[src/rtl/contador_descendente.sv]
// rtl/contador_descendente.sv - Loadable down counter with terminal-count pulse
module contador_descendente #(
    parameter int MAXIMA_CUENTA = 28,
    parameter int W             = $clog2(MAXIMA_CUENTA)
) (
    input  logic         clk,
    input  logic         rst,
    input  logic         enable,
    input  logic         start,
    input  logic         load,
    input  logic [W-1:0] load_val,
    input  logic         auto_reload,
    output logic [W-1:0] count,
    output logic         tc,
    output logic         busy,
    output logic         done
);

    localparam logic [W-1:0] MAX_VAL = W'(MAXIMA_CUENTA - 1);

    typedef enum logic [1:0] {
        IDLE = 2'd0,
        RUN  = 2'd1,
        DONE = 2'd2
    } state_t;

    state_t       state, state_next;
    logic [W-1:0] count_next;
    logic [W-1:0] reload_reg, reload_next;
    logic         tc_next;
    logic [W-1:0] load_clamped;

    // Out-of-range load values saturate to the top of the legal count range
    assign load_clamped = (load_val > MAX_VAL) ? MAX_VAL : load_val;

    // State, counter, reload value and the registered terminal-count pulse
    always_ff @(posedge clk or negedge rst) begin
        if (!rst) begin
            state      <= IDLE;
            count      <= MAX_VAL;
            reload_reg <= MAX_VAL;
            tc         <= 1'b0;
        end else begin
            state      <= state_next;
            count      <= count_next;
            reload_reg <= reload_next;
            tc         <= tc_next;
        end
    end

    // Next-state logic: load beats start, start beats counting
    always_comb begin
        state_next  = state;
        count_next  = count;
        reload_next = reload_reg;
        tc_next     = 1'b0;
        if (load) begin
            reload_next = load_clamped;
            count_next  = load_clamped;
            state_next  = IDLE;
        end else if (start && (state != RUN)) begin
            count_next = reload_reg;
            state_next = RUN;
        end else if ((state == RUN) && enable) begin
            if (count != '0) begin
                count_next = count - 1'b1;
            end else begin
                // Terminal edge: pulse tc, then either reload or finish at 0
                tc_next = 1'b1;
                if (auto_reload) begin
                    count_next = reload_reg;
                end else begin
                    state_next = DONE;
                end
            end
        end
    end

    assign busy = (state == RUN);
    assign done = (state == DONE);

endmodule

[config.mk]
export PLATFORM = sky130hd
export DESIGN_NAME = contador_descendente
export DESIGN_NICKNAME = d
export VERILOG_FILES = /design/src/rtl/contador_descendente.sv
export SDC_FILE = /design/constraint.sdc
export NUM_CORES = 1
export LEC_CHECK = 0
export CAP_MARGIN = 20
export CORE_MARGIN = 2
export CORE_UTILIZATION = 47
export CTS_CLUSTER_SIZE = 25
export DETAILED_ROUTE_END_ITERATION = 12
export PLACE_DENSITY = 0.74
export SYNTH_ARGS = -nofsm -noshare
export SYNTH_HDL_FRONTEND = slang
export SYNTH_SLANG_ARGS = --single-unit
[constraint.sdc]
create_clock -name clk -period 2.2 [get_ports clk]
set_clock_uncertainty 0.1 [all_clocks]
set_input_delay 0.22 -clock clk [delete_from_list [all_inputs] [get_ports clk]]
set_output_delay 0.22 -clock clk [all_outputs]
set_load 0.02 [all_outputs]
==> results of run 1 <==
==> worst paths after layout <==
kind,from,end,slack (ns),cells past startpoint
min,rst,tc$_DFF_PN0_,0.21,1
min reg2reg,reload_reg[4]$_DFFE_PN1P_,reload_reg[4]$_DFFE_PN1P_,0.38,2
max in group asynchronous,rst,reload_reg[1]$_DFFE_PN1P_,1.41,1
max,count[0]$_DFFE_PN1P_,count[4]$_DFFE_PN1P_,0.13,6
min in group clk,reload_reg[4]$_DFFE_PN1P_,reload_reg[4]$_DFFE_PN1P_,0.38,2
max reg2reg,count[0]$_DFFE_PN1P_,count[4]$_DFFE_PN1P_,0.13,6
==> placed cells by master, fill, tap and decap left out, drive strengths merged, types with 2 or more instances in the layout <==
cell / Yosys / routed
a21boi: 2 / 2
a21oi: 3 / 3
buf: 1 / 3
clkbuf: 1 / 4
clkdlybuf4s50: 0 / 18
dfrtp: 5 / 5
dfstp: 8 / 8
inv: 5 / 5
nand2: 12 / 12
nor2: 2 / 2
o211ai: 6 / 6
o21a: 2 / 2
o21ai: 3 / 3
or3: 2 / 2
==> layout make-up <==
type	instances	area, sq um	area share (%)
well taps	16	20.0	2.02
multi-input cells	54	385	38.8
inverters	6	22.5	2.27
repair buffers	21	203	20.4
flip-flops and latches	13	335	33.8
clock buffers	4	26.3	2.65
==> per-stage QoR <==
stage,hold slack [ns],setup slack [ns],area [sq um],cells,utilization [%]
3_5_place_dp,0.372,0.153,966,110,64.1
6_report,0.210,0.127,992,114,65.9
4_1_cts,0.225,0.147,992,114,65.9
5_1_grt,0.265,0.0313,992,114,65.9
2_1_floorplan,-0.176,0.211,758,75,-
3_3_place_gp,0.380,0.231,966,110,64.1
==> power groups by stage <==
stage               Sequential (mW)  Clock (mW)  Combinational (mW)
finish                        0.304       0.146               0.206
global placement              0.307           0               0.206
global route                  0.309       0.161               0.224
CTS                           0.304       0.151               0.207
floorplan                     0.324           0               0.105
detailed placement            0.308           0               0.206
==> Yosys cell counts <==
library cell	number	area [sq um]
a2111o_1	1	11.3
a211oi_2	1	12.5
a21boi_1	2	15.0
a21o_1	1	7.51
a21oi_1	3	15.0
a221oi_2	1	15.0
a22oi_1	1	7.51
a2bb2oi_1	1	8.76
a311o_1	1	10.0
a31oi_1	1	6.26
a32o_1	1	10.0
and2_2	1	7.51
buf_6	1	11.3
clkbuf_1	1	3.75
clkinv_1	1	3.75
dfrtp_1	5	125
dfstp_2	8	210
ha_1	1	12.5
inv_1	4	15.0
inv_2	1	3.75
nand2_1	11	41.3
nand2_2	1	6.26
nand2b_1	1	6.26
nand3_1	1	5.00
nand4_1	1	6.26
nor2_1	2	7.51
nor2b_1	1	6.26
nor3_1	1	5.00
o2111ai_1	1	8.76
o211a_1	1	10.0
o211ai_1	4	30.0
o211ai_2	1	12.5
o211ai_4	1	21.3
o21a_1	2	15.0
o21ai_0	3	15.0
o41ai_1	1	8.76
or2_2	1	6.26
or3_1	2	12.5
or4b_4	1	13.8
xnor2_1	1	8.76
==> layer usage <==
layer	GRT usage, %	routed length, um	vias up
met5	0	0	-
met4	8.48	21	0
met3	2.86	74	4
met2	29.7	690	19
met1	26.3	842	299
li1	-	-	332
==> cells by family (layout without fill, tap and decap cells) <==
family | count (synthesis) | after routing | share of synthesized area (%)
flops | 13 | 13 | 44.2
buf+inv | 8 | 31 | 4.95
xor+xnor | 1 | 1 | 1.16
compound gates | 28 | 28 | 31.7
fa+ha+maj | 1 | 1 | 1.65
simple gates | 24 | 24 | 16.3
==> flow_metrics.env, run 1 <==
export IMPL_final_antenna_net_count=0
export IMPL_grt_ovfl_total=0
export IMPL_synth_cells=75
export IMPL_avgSynthCellArea_sq_um=10.1
export IMPL_io_pins=19
export IMPL_wire_per_inst_um=14.3
export IMPL_cts_tree="yes"
export IMPL_yosysWarnings=0
export IMPL_cp_max_fo=7
export IMPL_fin_crit_ns=2.07
export IMPL_yosysUniqueCellTypes=40
export IMPL_initial_core_util_pct=50.3
export IMPL_internal_power_mw=0.451
export IMPL_ctsResizeCount=0
export IMPL_first_global_vias=607
export IMPL_tns_ns=0
export IMPL_firstDrtPassIters=4
export IMPL_wl_um=1630
export IMPL_drive_gt1_share_pct=23.5
export IMPL_via_count=654
export IMPL_fillCellCount=138
export IMPL_die_h_um=44.2
export IMPL_status="finished clean"
export IMPL_slew_violations=0
export IMPL_critPathTopFamily="compound AO/OA/AOI/OAI gates"
export IMPL_syn_area_sq_um=758
export IMPL_core_area_sq_um=1510
export IMPL_worstMarginPinSlew_ns=0.576
export IMPL_setup_viol=0
export IMPL_p_per_area_nw_per_um2=662
export IMPL_ys_seq_area_share_pct=44.2
export IMPL_clock_sinks=13
export IMPL_start_kind="register"
export IMPL_hold_viol=0
export IMPL_grt_usage_pct=19.1
export IMPL_numCtsBuffers=3
export IMPL_root_buffer="clkbuf_4"
export IMPL_syn2layout_area_growth_pct=30.9
export IMPL_rsz0062_at_grt="no"
export IMPL_grt_first_pass_wirelength_um=2710
export IMPL_viasPerCell=5.74
export IMPL_post_route_period_util_pct=94.2
export IMPL_cap_violations=0
export IMPL_hold_buffers=0
export IMPL_clk_pin_slew_worst_paths_ns=0.08
export IMPL_antenna_found_initial=0
export IMPL_cp_arrival_ns=2.18
export IMPL_switchingPower_mw=0.205
export IMPL_slowest_stage="dfstp_2"
export IMPL_path_buf_inv=1
export IMPL_portBuffers=18
export IMPL_max_stage_delay_ns=0.56
export IMPL_grt_max_degree=14
export IMPL_vdd_ir_drop_max_mv=0.464
export IMPL_p_leak_nw=0.413
export IMPL_hold_path_class="in2async"
export IMPL_fin_nets=111
export IMPL_critPathKind="reg2reg"
export IMPL_syn_nets=87
export IMPL_dpl_hpwl_um=1250
export IMPL_cp_end_kind="register"
export IMPL_cts_htree_levels=1
export IMPL_cp_data_required_time_ns=2.31
export IMPL_max_freq_mhz=482
export IMPL_p_seq_share_pct=46.3
export IMPL_clockPowerShare_pct=22.2
export IMPL_drtIter0Drc=8
export IMPL_die_area_sq_um=1950
export IMPL_path_cells="inv_1 > ha_1 > or4b_4 > a21boi_1 > o21ai_0 > a32o_1"
export IMPL_clk_latency_ns=0.27
export IMPL_switching_share_pct=31.3
export IMPL_synth_seq_cells=13
export IMPL_drc=0
export IMPL_die_width_um=44.2
export IMPL_rows=14
export IMPL_postCtsSetupRepairBufs=0
export IMPL_power_mw=0.656
export IMPL_clock_path_buffers=2
export IMPL_relSlewSlack_pct=61.5
export IMPL_gp_congestion=0.780
export IMPL_comb_power_share_pct=31.5
export IMPL_diodes=0
No activity file was read; power rests on OpenSTA's default activity.
==> run 2: changes to the inputs <==
- HOLD_SLACK_MARGIN: unset -> 0.15
- SLEW_MARGIN: unset -> 20
==> results of run 2 <==
The final DEF is identical to that of run 1; final timing and power are the same.
==> run 3: changes to the inputs <==
- TNS_END_PERCENT: unset -> 100
- clock period: 2.2 -> 2.3 ns (I/O delays scaled with it)
==> flow_metrics.env, run 3 (synthesis results as in run 1) <==
export IMPL_die_width_um=44.2
export IMPL_fin_nets=111
export IMPL_slew_violations=0
export IMPL_hold_path_class="in2async"
export IMPL_wl_um=1630
export IMPL_fin_ws_ns=0.242
export IMPL_relSlewSlack_pct=60.7
export IMPL_final_core_util_pct=65.9
export IMPL_path_cells="inv_1 > ha_1 > or4b_4 > a21boi_1 > o21ai_0 > a32o_1"
export IMPL_fillCellCount=134
export IMPL_firstDrtPassIters=4
export IMPL_vdd_ir_drop_max_mv=0.355
export IMPL_numCtsBuffers=3
export IMPL_antenna_found_initial=0
export IMPL_setup_viol=0
export IMPL_p_leak_nw=0.413
export IMPL_root_buffer="clkbuf_4"
export IMPL_wire_per_inst_um=14.3
export IMPL_cts_tree="yes"
export IMPL_multi_input_area_sq_um=385
export IMPL_drive_gt1_share_pct=23.5
export IMPL_postPlaceCellArea_sq_um=966
export IMPL_portBuffers=18
export IMPL_viasPerCell=5.96
export IMPL_initial_core_util_pct=50.3
export IMPL_grt_usage_pct=18.0
export IMPL_max_freq_mhz=486
export IMPL_clock_path_buffers=2
export IMPL_cts_htree_levels=1
export IMPL_io_pins=19
export IMPL_p_per_area_nw_per_um2=630
export IMPL_die_area_sq_um=1950
export IMPL_clk_latency_ns=0.27
export IMPL_cp_end_kind="register"
export IMPL_clock_sinks=13
export IMPL_pre_cts_ws_ns=0.257
export IMPL_postCtsSetupRepairBufs=0
export IMPL_via_count=679
export IMPL_max_stage_delay_ns=0.57
export IMPL_cap_violations=0
export IMPL_tns_ns=0
export IMPL_drc=0
export IMPL_ctsResizeCount=0
export IMPL_die_h_um=44.2
export IMPL_gp_congestion=0.784
export IMPL_most_common_layout_cells="18 x clkdlybuf4s50_1, 11 x nand2_1, 8 x dfstp_2"
export IMPL_cp_data_required_time_ns=2.40
export IMPL_final_antenna_net_count=0
export IMPL_layout_cells_most_common="clkdlybuf4s50_1"
export IMPL_rows=14
export IMPL_critPathTopFamily="compound AO/OA/AOI/OAI gates"
export IMPL_post_route_period_util_pct=89.5
export IMPL_start_kind="register"
export IMPL_grt_first_pass_wirelength_um=2550
export IMPL_cp_arrival_ns=2.16
export IMPL_cp_max_fo=7
export IMPL_hold_buffers=0
export IMPL_core_area_sq_um=1510
export IMPL_status="finished clean"
export IMPL_syn2layout_area_growth_pct=30.9
export IMPL_hold_viol=0
export IMPL_final_area_sq_um=992
export IMPL_diodes=0
export IMPL_grt_max_degree=14
export IMPL_slowest_stage="dfstp_2"
export IMPL_drtIter0Drc=24
export IMPL_critPathKind="reg2reg"
export IMPL_first_global_vias=597
export IMPL_dpl_hpwl_um=1240
export IMPL_worstMarginPinSlew_ns=0.587
export IMPL_seqCellArea_sq_um=335
export IMPL_grt_ovfl_total=0
export IMPL_path_buf_inv=1
export IMPL_rsz0062_at_grt="no"
export IMPL_fin_crit_ns=2.06
export IMPL_clk_pin_slew_worst_paths_ns=0.08
[run 3: area by class of cell]
cell class                      count  area share (%)
Multi-Input combinational cell     54            38.8
Sequential cell                    13            33.8
Tap cell                           16            2.02
Timing Repair Buffer               21            20.4
Clock buffer                        4            2.65
Inverter                            6            2.27
[run 3: per-stage QoR]
stage / hold slack, ns / std cells / total power [mW]
CTS: 0.247 / 114 / 0.632
global route: 0.272 / 114 / 0.663
detailed placement: 0.375 / 110 / 0.492
floorplan: -0.166 / 75 / 0.410
global placement: 0.380 / 110 / 0.491
finish: 0.232 / 114 / 0.625
[run 3: worst register-to-register path, stage by stage (launching register included)]
cell and delay, ns:
dfstp_2 0.57, inv_1 0.07, ha_1 0.23, or4b_4 0.26
a21boi_1 0.34, o21ai_0 0.19, a32o_1 0.23
[run 3: final timing paths]
kind                                            from                   endpoint  slack (ns)  cells after the start
min reg2reg                reload_reg[4]$_DFFE_PN1P_  reload_reg[4]$_DFFE_PN1P_        0.38                      2
min                                              rst               tc$_DFF_PN0_        0.23                      1
max reg2reg                     count[0]$_DFFE_PN1P_       count[4]$_DFFE_PN1P_        0.24                      6
max in group asynchronous                        rst  reload_reg[2]$_DFFE_PN0P_        1.49                      1
max                             count[0]$_DFFE_PN1P_       count[4]$_DFFE_PN1P_        0.24                      6
min in group clk           reload_reg[4]$_DFFE_PN1P_  reload_reg[4]$_DFFE_PN1P_        0.38                      2
[run 3: where the power goes]
group / internal (mW) / leakage (nW) / switching [mW]
clock network: 0.0670 / 0.0150 / 0.0704
logic: 0.0973 / 0.249 / 0.0999
registers: 0.267 / 0.149 / 0.0234
total: 0.431 / 0.413 / 0.194
[run 3: per-layer routing]
layer / track usage [%] / share of wire [%] / vias to the layer above / routed length [um]
li1: - / - / 328 / -
met1: 26.1 / 48 / 326 / 787
met2: 25.6 / 45 / 21 / 733
met3: 2.45 / 4.7 / 4 / 77
met4: 10.3 / 1.8 / 0 / 29
met5: 0 / 0 / - / 0
